==> config.mk <==
export PLATFORM = sky130hd
export DESIGN_NAME = usart_tx
export DESIGN_NICKNAME = d
export VERILOG_FILES = /design/src/rtl/usart_tx.sv
export SDC_FILE = /design/constraint.sdc
export NUM_CORES = 1
export LEC_CHECK = 0
export ABC_AREA = 0
export BUFFER_PORTS_ARGS = -buffer_cell sky130_fd_sc_hd__buf_2
export CAP_MARGIN = 40
export CORE_MARGIN = 2
export CORE_UTILIZATION = 40
export CTS_CLUSTER_SIZE = 24
export DETAILED_ROUTE_END_ITERATION = 8
export PLACE_DENSITY = 0.6
export SETUP_SLACK_MARGIN = 0.3
export SYNTH_ARGS = -nofsm -noshare
export SYNTH_HDL_FRONTEND = slang
export SYNTH_SLANG_ARGS = --single-unit
==> constraint.sdc <==
create_clock -name clk -period 3.63 [get_ports clk]
set_input_delay 0.363 -clock clk [delete_from_list [all_inputs] [get_ports clk]]
set_output_delay 0.363 -clock clk [all_outputs]
set_load 0.02 [all_outputs]
==> src/rtl/usart_tx.sv <==
// Asynchronous serial transmitter: write FIFO feeding a start/data/stop frame shifter on tx.
// Optional even-parity bit after the data bits when USART_TX_PARITY_EN is defined.
module usart_tx #(
  parameter int unsigned CLK_FREQ   = 100000000,
  parameter int unsigned BAUD_RATE  = 115200,
  parameter int unsigned DATA_BIT   = 8,
  parameter int unsigned FIFO_DEPTH = 4
) (
  input  logic       clk,
  input  logic       reset,
  input  logic [7:0] data,
  input  logic       wr_en,
  output logic       full,
  output logic       empty,
  output logic       overflow,
  output logic       busy,
  output logic       tx_done,
  output logic       tx
);

  localparam int unsigned CPB   = CLK_FREQ / BAUD_RATE;
  localparam int unsigned CNT_W = (CPB > 1) ? $clog2(CPB) : 1;
  localparam int unsigned PTR_W = $clog2(FIFO_DEPTH);
  localparam int unsigned OCC_W = $clog2(FIFO_DEPTH + 1);

  typedef enum logic [2:0] {
    IDLE,
    START,
    DATA,
`ifdef USART_TX_PARITY_EN
    PARITY,
`endif
    STOP
  } state_e;

  state_e              state_q, state_d;
  logic [CNT_W-1:0]    cnt_q, cnt_d;
  logic [3:0]          bit_q, bit_d;
  logic [DATA_BIT-1:0] shift_q, shift_d;
  logic [PTR_W-1:0]    wr_ptr_q, wr_ptr_d, rd_ptr_q, rd_ptr_d;
  logic [OCC_W-1:0]    occ_q, occ_d;
  logic                tx_q, tx_d;
  logic                tx_done_q, tx_done_d;
  logic                overflow_q, overflow_d;
`ifdef USART_TX_PARITY_EN
  logic                par_q, par_d;
`endif
  logic [DATA_BIT-1:0] mem_q [FIFO_DEPTH];
  logic [DATA_BIT-1:0] head;
  logic                push, pop, bit_end;

  assign full     = (occ_q == OCC_W'(FIFO_DEPTH));
  assign empty    = (occ_q == '0);
  assign busy     = (state_q != IDLE);
  assign tx       = tx_q;
  assign tx_done  = tx_done_q;
  assign overflow = overflow_q;
  assign head     = mem_q[rd_ptr_q];
  assign push     = wr_en && !full;
  assign bit_end  = (cnt_q == CNT_W'(CPB - 1));

  always_comb begin
    state_d = state_q;
    cnt_d   = cnt_q;
    bit_d   = bit_q;
    shift_d = shift_q;
    pop     = 1'b0;
`ifdef USART_TX_PARITY_EN
    par_d   = par_q;
`endif
    case (state_q)
      IDLE: begin
        cnt_d = '0;
        if (!empty) begin
          pop     = 1'b1;
          shift_d = head;
`ifdef USART_TX_PARITY_EN
          par_d   = ^head;
`endif
          state_d = START;
        end
      end
      START: begin
        cnt_d = cnt_q + 1'b1;
        if (bit_end) begin
          cnt_d   = '0;
          bit_d   = '0;
          state_d = DATA;
        end
      end
      DATA: begin
        cnt_d = cnt_q + 1'b1;
        if (bit_end) begin
          cnt_d   = '0;
          shift_d = shift_q >> 1;
          bit_d   = bit_q + 1'b1;
          if (bit_q == 4'(DATA_BIT - 1)) begin
`ifdef USART_TX_PARITY_EN
            state_d = PARITY;
`else
            state_d = STOP;
`endif
          end
        end
      end
`ifdef USART_TX_PARITY_EN
      PARITY: begin
        cnt_d = cnt_q + 1'b1;
        if (bit_end) begin
          cnt_d   = '0;
          state_d = STOP;
        end
      end
`endif
      STOP: begin
        cnt_d = cnt_q + 1'b1;
        if (bit_end) begin
          cnt_d = '0;
          // Chain straight into the next start bit when more data is queued.
          if (!empty) begin
            pop     = 1'b1;
            shift_d = head;
`ifdef USART_TX_PARITY_EN
            par_d   = ^head;
`endif
            state_d = START;
          end else begin
            state_d = IDLE;
          end
        end
      end
      default: state_d = IDLE;
    endcase

    // Line level and done pulse follow the next state so both come straight from flops.
    case (state_d)
      START:   tx_d = 1'b0;
      DATA:    tx_d = shift_d[0];
`ifdef USART_TX_PARITY_EN
      PARITY:  tx_d = par_d;
`endif
      default: tx_d = 1'b1;
    endcase
    tx_done_d  = (state_d == STOP) && (cnt_d == CNT_W'(CPB - 1));
    overflow_d = wr_en && full;

    wr_ptr_d = push ? wr_ptr_q + 1'b1 : wr_ptr_q;
    rd_ptr_d = pop  ? rd_ptr_q + 1'b1 : rd_ptr_q;
    case ({push, pop})
      2'b10:   occ_d = occ_q + 1'b1;
      2'b01:   occ_d = occ_q - 1'b1;
      default: occ_d = occ_q;
    endcase
  end

  always_ff @(posedge clk) begin
    if (reset) begin
      state_q    <= IDLE;
      cnt_q      <= '0;
      bit_q      <= '0;
      shift_q    <= '0;
      wr_ptr_q   <= '0;
      rd_ptr_q   <= '0;
      occ_q      <= '0;
      tx_q       <= 1'b1;
      tx_done_q  <= 1'b0;
      overflow_q <= 1'b0;
`ifdef USART_TX_PARITY_EN
      par_q      <= 1'b0;
`endif
    end else begin
      state_q    <= state_d;
      cnt_q      <= cnt_d;
      bit_q      <= bit_d;
      shift_q    <= shift_d;
      wr_ptr_q   <= wr_ptr_d;
      rd_ptr_q   <= rd_ptr_d;
      occ_q      <= occ_d;
      tx_q       <= tx_d;
      tx_done_q  <= tx_done_d;
      overflow_q <= overflow_d;
`ifdef USART_TX_PARITY_EN
      par_q      <= par_d;
`endif
    end
  end

  always_ff @(posedge clk) begin
    if (push) mem_q[wr_ptr_q] <= data[DATA_BIT-1:0];
  end

endmodule

======== Word level (Yosys, flattened, before mapping) ========
Memories as Yosys holds them, arrays and structs flattened. A register that Yosys moved wholly into a read port is not among the register bits.
Index checks and enable logic that the tools add are counted.
word-level totals
  word-level logic and storage cells ...... 71
  output and inout port bits .............. 6
  memories ................................ 1
  bits in writable memories ............... 32
  register bits after elaboration ......... 35
operators by class
  reduce and logical (&&, ||, !) cells .... 13
  equal/unequal tests ..................... 15
  add/sub/neg operators ................... 6
  multiplexer cells ....................... 25
memory list
  memory  words  bits a word  rd ports  clocked after Yosys merged registers in  write ports  line  RTL
  mem_q   4      8            1         1                                        1            48    logic [DATA_BIT-1:0] mem_q [FIFO_DEPTH];
operators with widths
  operator                                              number
  two-way mux 8 bit                                     3
  one-hot mux 8 bit (3 select lines)                    1
  equality test 10 bit (second input constant)          2
  one-hot mux 10 bit (2 select lines)                   1
  two-way mux 3 bit                                     5
  equality test 3 x 2 -> 1 bit (second input constant)  4
  one-hot mux 3 bit (4 select lines)                    1
  adder 10 x 1 -> 10 bit (second input constant)        1
  two-way mux 10 bit                                    1
  two-way mux 4 bit                                     2
  one-hot mux 4 bit (2 select lines)                    1
  equality test 3 x 1 -> 1 bit (second input constant)  2
  logical NOT 3 bit                                     2
  != test 2 bit (second input constant)                 3
  one-hot mux 3 bit (2 select lines)                    1
  AND reduction 3 bit                                   2
  nonzero test 3 bit                                    2
  two-way mux 1 bit                                     5
  adder 2 x 1 -> 2 bit (second input constant)          2
  adder 4 x 1 -> 4 bit (second input constant)          1
  equality test 4 x 3 -> 1 bit (second input constant)  1
  two-way mux 2 bit                                     2
  one-hot mux 1 bit (2 select lines)                    2
  nonzero test 2 bit                                    2
  8 further kinds                                       10

======== Logic depth before layout (Yosys ltp) ========
Gate-level depths: netlist of the first run.
  depth in word-level cells ............... 6
  gate-level depth with buffers ........... 10

======== Worst setup path before layout of the first run ========
OpenSTA, ideal clock, no wires.
  path kind ............................... reg2reg
  from .................................... reg cnt_q[0]
  to ...................................... reg occ_q[2]
  data arrival time ....................... 2.434 ns
  clock period less this slack ............ 2.505 ns
  setup time .............................. 0.070 ns
  slack ................................... 1.125 ns
  stages on the path, launching flop included .. 11
  cell sequence ........................... dfxtp_1 > ha_1 > and4b_1 > nand4_1 > a21oi_2 > ha_1 > inv_1 > fa_1 > xor2_1 > or3_1 > a21oi_1
on the way
  word-level cells in the longest chain between the ends .. 5
ends and longest elaborated chain
  what                                                                      line  RTL
  from (decl)                                                               37    logic [CNT_W-1:0] cnt_q, cnt_d;
  from (signal assigned)                                                    173   cnt_q <= cnt_d;
  equality test 10 bit (*)                                                  60    assign bit_end = (cnt_q == CNT_W'(CPB - 1));
  two-way mux 1 bit (*)                                                     117   if (bit_end) begin
  one-hot mux 1 bit (2 select lines) (*)                                    71    case (state_q)
  via pop                                                                   50    logic push, pop, bit_end;
  equality test 2 x 1 -> 1 bit or equality test 2 bit (tied branches)       149   case ({push, pop})
  one-hot mux 3 bit (2 select lines) or nonzero test 2 bit (tied branches)  n/a
  to (signal assigned)                                                      164   occ_q <= '0;
  to (signal assigned)                                                      178   occ_q <= occ_d;
  to (decl)                                                                 41    logic [OCC_W-1:0] occ_q, occ_d;
The timed path passes the listed nets; every way through them passes the cells marked *.
A chain may end at the register's enable or synchronous reset.

======== Final worst setup path of the first run ========
  from .................................... reg cnt_q[9]
  to ...................................... reg occ_q[2]
Same word-level chain as after synthesis.

==> impl_metrics.env, run 1 <==
export IMPL_status="completed"
export IMPL_fin_cells=398
export IMPL_synth_top_area_share_pct=30.0
export IMPL_grt_overflow=0
export IMPL_power_frac_clock_pct=27.2
export IMPL_layout_common_cells="37 x dfxtp_1, 32 x edfxtp_1, 27 x nor2_1, 16 x buf_2"
export IMPL_switching_power_w=0.000654
export IMPL_r2r_end="occ_q[2]"
export IMPL_reg2reg_depth=9
export IMPL_cp_arrival_ns=3.18
export IMPL_first_pass_iters=4
export IMPL_worstReg2RegStart="cnt_q[9]"
export IMPL_finalPower_w=0.00204
export IMPL_start_util_pct=41.3
export IMPL_ys_seq_area_share_pct=53.0
export IMPL_vdd_drop_max_mv=0.369
export IMPL_drive_above_1_share_pct=17.6
export IMPL_drc=0
export IMPL_worstSetupEndpoint="occ_q[2]"
export IMPL_vias_per_cell=5.24
export IMPL_crit_fanout=8
export IMPL_io_pins=17
export IMPL_place_area_um2=3320
export IMPL_final_setup_tns_ns=0
export IMPL_grt_max_degree=28
export IMPL_endpoint_kind="flop"
export IMPL_leakagePower_nw=1.23
export IMPL_clk_pin_slew_ns=0.08
export IMPL_gp_congestion=0.747
export IMPL_die_y_um=93.6
export IMPL_synth_area_top_cells="edfxtp_1 30%, dfxtp_1 23%, mux4_2 5.6%"
export IMPL_hold_viol=0
export IMPL_swShare_pct=32.0
export IMPL_critPathMaxStageDelay_ns=0.53
export IMPL_combPwrFrac_pct=23.9
export IMPL_internal_power_w=0.00139
export IMPL_core_um2=7770
export IMPL_synth_seq_cells=69
export IMPL_die_w_um=93.6
export IMPL_port_buffers=16
export IMPL_cp_start_kind="flop"
export IMPL_dp_cells=382
export IMPL_syn_nets=296
export IMPL_grt_setup_unrepaired="false"
export IMPL_ctsHoldBuffers=0
export IMPL_sequentialPowerShare_pct=48.9
export IMPL_drt_iter0_markers=58
export IMPL_wire_per_inst_um=15.0
export IMPL_clockRootBuffer="clkbuf_8"
export IMPL_clockBufferDepth=2
export IMPL_cts_tree="built"
export IMPL_vias=2084
export IMPL_regToRegSetupSlack_ns=0.73
export IMPL_cts_buffers=9
export IMPL_post_cts_buffers=0
export IMPL_synthArstFlopShare_pct=0
export IMPL_slowest_stage="nor2b_1"
export IMPL_drv_cap=0
export IMPL_diodes=0
export IMPL_layout_nets=310
export IMPL_yosysUniqueCellTypes=57
export IMPL_final_area_um2=3500
export IMPL_slew_headroom_pct=58.3
export IMPL_num_rows=32
export IMPL_die_area_um2=8750
export IMPL_area_delta_synth_final_pct=9.05
export IMPL_fin_crit_sh_pct=79.9
export IMPL_cp_startpoint="cnt_q[9]"
export IMPL_hold_class="input port to flop"
export IMPL_place_hpwl_um=4080
export IMPL_yosysTopAreaCell="edfxtp_1"
export IMPL_cts_num_sinks=69
export IMPL_grt_usage_pct=15.0
export IMPL_h_tree_depth=3
export IMPL_syn_inst=277
export IMPL_worst_pin_slew_ns=0.623
export IMPL_crit_type="flop to flop"
export IMPL_powerDensity_nw_per_um2=584
export IMPL_syn_area_um2=3210
export IMPL_max_freq_ghz=0.345
export IMPL_slew_violations=0
export IMPL_antenna_left=0
export IMPL_wl_um=5980
export IMPL_crit_chain="nor2b_1 > nand4_1 > a21oi_2 > ha_1 > inv_1 > fa_1 > xor2_1 > or3_1 > a21oi_1"
export IMPL_grt_pass1_wl_um=10000
export IMPL_synth_edff_count=32
export IMPL_required_ns=3.91
export IMPL_syn_avg_cell_area_um2=11.6
export IMPL_synth_flop_cell="dfxtp_1"
export IMPL_layout_cells_most_common="dfxtp_1"
export IMPL_fin_crit_ns=2.90
export IMPL_ys_warn_count=0
export IMPL_cts_resized=0
export IMPL_setup_viol=0
export IMPL_worstSkewPairLatency_ns=0.35
export IMPL_grt_antenna_before_repair=0
export IMPL_first_global_vias=1975
export IMPL_fin_skew_ns=0.00858
## routing by layer
metal / vias up / GRT usage, % / share of wire, %
met2: 26 / 23.4 / 46
li1: 1052 / - / -
met1: 999 / 19.5 / 49
met3: 7 / 5.40 / 3.8
met5: - / 0 / 0
met4: 0 / 4.83 / 1.3
## sequential cells by signal, indices dropped and copies added (netlist names), named ones only
name      cells
cnt_q        10
tx_done       1
wr_ptr_q      2
state_q       3
shift_q       8
tx            1
occ_q         3
rd_ptr_q      2
overflow      1
mem_q        32
bit_q         4
## critical path, delay by kind of cell, from the launching register on
family	cells	cell delay, ns
flops	1	0.36
compound gates	2	0.56
buf+inv	1	0.06
xor+xnor	1	0.16
simple gates	3	1.04
fa+ha+maj	2	0.65
## logic make-up after synthesis
family,share of synthesized area (%)
buffers and inverters,4.41
AOI/OAI and AO/OA,10.8
muxes,5.93
xor gates and xnor gates,4.64
DFF,53.0
adders and majority gates,3.35
other,0.117
and+or+nand+nor,17.7
## cell usage after synthesis, drive strengths merged, types with 5 or more instances
cell type	number
edfxtp	32
dfxtp	37
nand3	9
ha	7
clkbuf	11
nand2	11
a211oi	6
and3	8
xor2	9
a31oi	6
o21bai	5
inv	11
xnor2	8
a21oi	12
nor2	27
nor2b	5
or3	6
o21ai	9
mux4	8
## how the worst min path moves through the flow
stage,from,end,slack [ns],depth (start not counted)
after floorplan,shift_q[3],shift_q[2],0.43,2
after global placement,shift_q[3],shift_q[2],0.45,2
after detailed placement,shift_q[3],shift_q[2],0.45,2
after CTS,data[0],mem_q[3][0],0.21,1
after global routing,data[6],mem_q[2][6],0.21,1
final,data[0],mem_q[0][0],0.23,1
## power by group through the flow
stage / registers (W) / logic [W] / clock network (W)
global route: 0.00101 / 0.000555 / 0.000608
floorplan: 0.000970 / 0.000415 / 0
finish: 0.000999 / 0.000489 / 0.000557
CTS: 0.00100 / 0.000493 / 0.000574
detailed placement: 0.00102 / 0.000490 / 0
global placement: 0.00101 / 0.000478 / 0
## metrics by stage
step,util (%),hold slack [ns],setup slack [ns]
3_5_place_dp,42.8,0.455,0.782
6_report,45.0,0.227,0.730
2_1_floorplan,-,0.433,1.13
4_1_cts,45.0,0.211,0.760
3_3_place_gp,42.8,0.446,0.888
5_1_grt,45.0,0.207,0.529
## final cells by class
| cell class | count | area (um^2) |
|---|---|---|
| clock inverters | 6 | 47.5 |
| inverters | 11 | 41.3 |
| flip-flops and latches | 69 | 1700 |
| well taps | 102 | 128 |
| repair buffers | 17 | 87.6 |
| multi-input cells | 183 | 1370 |
| clock buffers | 10 | 128 |
| fillers | 758 | 4270 |
Power figures use the tool's default switching activity.
==> inputs of run 2 (changes only) <==
- ABC_AREA: 0 -> 1
- PLACE_DENSITY: 0.6 -> 0.62
- clock period: 3.63 -> 2.4 ns (I/O delays scaled with it)
==> impl_metrics.env, run 2 <==
export IMPL_cts_buffers=9
export IMPL_top_usage_layer="met2"
export IMPL_cts_num_sinks=69
export IMPL_post_synth_top_count_cell="nand2_1"
export IMPL_slowest_stage="fa_2"
export IMPL_grt_setup_unrepaired="true"
export IMPL_vias=2768
export IMPL_hold_viol=0
export IMPL_status="completed"
export IMPL_wire_per_inst_um=12.8
export IMPL_synthTopCellsByCount="110 x nand2_1, 46 x nand3_1, 42 x inv_1, 40 x nor2_1, 37 x dfxtp_1"
export IMPL_yosysUniqueCellTypes=37
export IMPL_worstReg2RegStart="cnt_q[1]"
export IMPL_cp_startpoint="cnt_q[1]"
export IMPL_path_buf_inv=2
export IMPL_cp_start_kind="flop"
export IMPL_first_global_vias=2484
export IMPL_io_pins=17
export IMPL_place_hpwl_um=5090
export IMPL_drc=0
export IMPL_crit_fanout=3
export IMPL_crit_chain="ha_4 > nand2_4 > nor2_4 > nand3_4 > nand2_4 > inv_4 > nor2_4 > ha_4 > inv_4 > fa_2 > a21oi_2 > o21ai_2 > o21ai_1 > a21oi_1"
export IMPL_final_setup_tns_ns=0
export IMPL_fin_skew_ns=0.0107
export IMPL_die_w_um=96.7
export IMPL_syn_avg_cell_area_um2=8.15
export IMPL_synth_area_top_cells="edfxtp_1 28%, dfxtp_1 22%, nand2_1 12%"
export IMPL_wl_um=7290
export IMPL_die_y_um=96.7
export IMPL_drt_iter0_markers=162
export IMPL_hold_class="input port to flop"
export IMPL_fin_crit_ns=2.11
export IMPL_synth_seq_cells=69
export IMPL_worstSkewPairLatency_ns=0.36
export IMPL_synth_flop_cell="dfxtp_1"
export IMPL_ys_warn_count=0
export IMPL_slew_headroom_pct=66.7
export IMPL_area_delta_synth_final_pct=17.2
export IMPL_crit_type="flop to flop"
export IMPL_hp_start="data[3]"
export IMPL_fin_cells=570
export IMPL_cp_top_family="adder cells"
export IMPL_critPathMaxStageDelay_ns=0.40
export IMPL_h_tree_depth=3
export IMPL_port_buffers=16
export IMPL_cp_arrival_ns=2.36
export IMPL_drive_above_1_share_pct=23.2
export IMPL_diodes=0
export IMPL_vdd_drop_max_mv=0.410
export IMPL_grt_pass1_wl_um=11800
export IMPL_layout_cells_most_common="nand2_1"
export IMPL_required_ns=2.64
export IMPL_grt_use_met1_pct=19.1
export IMPL_grt_use_met3_pct=3.11
export IMPL_clockBufferDepth=2
export IMPL_syn_inst=422
export IMPL_clk_pin_slew_ns=0.09
export IMPL_globalRouteMet2Util_pct=27.1
export IMPL_worst_pin_slew_ns=0.499
export IMPL_ys_seq_area_share_pct=49.5
export IMPL_num_rows=33
export IMPL_yosysTopAreaCell="edfxtp_1"
export IMPL_regToRegSetupSlack_ns=0.29
export IMPL_leakagePower_nw=1.64
export IMPL_antenna_left=0
export IMPL_vias_per_cell=4.86
export IMPL_first_pass_iters=4
export IMPL_layout_common_cells="108 x nand2_1, 46 x nand3_1, 41 x inv_1, 38 x nor2_1, 32 x edfxtp_1"
export IMPL_gp_congestion=0.842
export IMPL_synthArstFlopShare_pct=0
export IMPL_dp_cells=545
export IMPL_die_area_um2=9350
export IMPL_synth_edff_count=32
export IMPL_start_util_pct=41.6
export IMPL_grt_antenna_before_repair=0
export IMPL_slew_violations=0
export IMPL_clockRootBuffer="clkbuf_8"
export IMPL_place_area_um2=3720
export IMPL_ctsHoldBuffers=0
export IMPL_synth_top_area_share_pct=27.9
export IMPL_grt_max_degree=18
export IMPL_syn_nets=441
export IMPL_final_area_um2=4030
export IMPL_final_util_pct=48.8
export IMPL_cts_tree="built"
export IMPL_grt_overflow=0
export IMPL_nFillCells=816
export IMPL_core_um2=8260
export IMPL_top_regs="mem_q: 32 flops, cnt_q: 10 flops, shift_q: 8 flops"
export IMPL_finalPower_w=0.00263
export IMPL_syn_area_um2=3440
export IMPL_layout_nets=479
export IMPL_regMostFlops="mem_q"
export IMPL_max_freq_ghz=0.473
export IMPL_largest_register_ff_count=32
export IMPL_fin_crit_sh_pct=88.0
export IMPL_grt_usage_pct=15.8
export IMPL_drv_cap=0
export IMPL_setup_viol=0
export IMPL_powerDensity_nw_per_um2=652
export IMPL_endpoint_kind="flop"
run 2: report_power, final:
group | switching (W) | leakage, nW | total [W] | internal [W]
Combinational | 0.000253 | 0.947 | 0.000388 | 0.000135
Sequential | 0.0000322 | 0.598 | 0.00132 | 0.00129
Clock | 0.000515 | 0.0947 | 0.000917 | 0.000402
Total | 0.000800 | 1.64 | 0.00263 | 0.00183
run 2: per-stage QoR:
stage	hold WS, ns	setup WS (ns)
floorplan	0.308	0.302
global placement	0.434	0.175
detailed placement	0.438	0.149
CTS	0.0818	0.306
global route	0.0839	0.182
finish	0.0936	0.288
run 2: worst register-to-register path: stages, from the launching register on:
cell and delay (ns):
dfxtp_4 0.37, ha_4 0.15, nand2_4 0.05, nor2_4 0.13, nand3_4 0.09, nand2_4 0.10
inv_4 0.04, nor2_4 0.12, ha_4 0.15, inv_4 0.04, fa_2 0.40, a21oi_2 0.15
o21ai_2 0.07, o21ai_1 0.11, a21oi_1 0.05
run 2: layout make-up:
cell class / instances / area (um^2) / share of cell area [%]
flip-flops and latches: 69 / 1710 / 42.5
multi-input cells: 287 / 1540 / 38.3
repair buffers: 37 / 238 / 5.90
inverters: 56 / 215 / 5.34
well taps: 105 / 131 / 3.26
clock buffers: 9 / 124 / 3.07
clock inverters: 7 / 65.1 / 1.61
run 2: final timing paths:
path	to	depth (start not counted)
max	occ_q[2]	14
min	mem_q[2][3]	1
max reg2reg	occ_q[2]	14
min reg2reg	shift_q[7]	2
run 2: cells by family after synthesis:
group	after synthesis	share of synthesized area, %
AND/OR/NAND/NOR	228	30.8
flip-flops	69	49.5
buffers and inverters	66	7.82
AO/OA/AOI/OAI	47	7.86
adder cells (fa/ha/maj)	8	3.13
XOR/XNOR	3	0.764
other	1	0.109
run 2: timing repair:
item	CTS	global route
pin swaps	2	6
setup endpoints to repair	2	2
setup buffers	3	6
resized for setup	3	15
run 2: metal layers:
layer	share of wire (%)	vias to the layer above	wire length, um
met5	0	-	0
met3	3.3	12	244
met1	43	1256	3140
met2	52	43	3770
met4	1.9	0	136
li1	-	1457	-
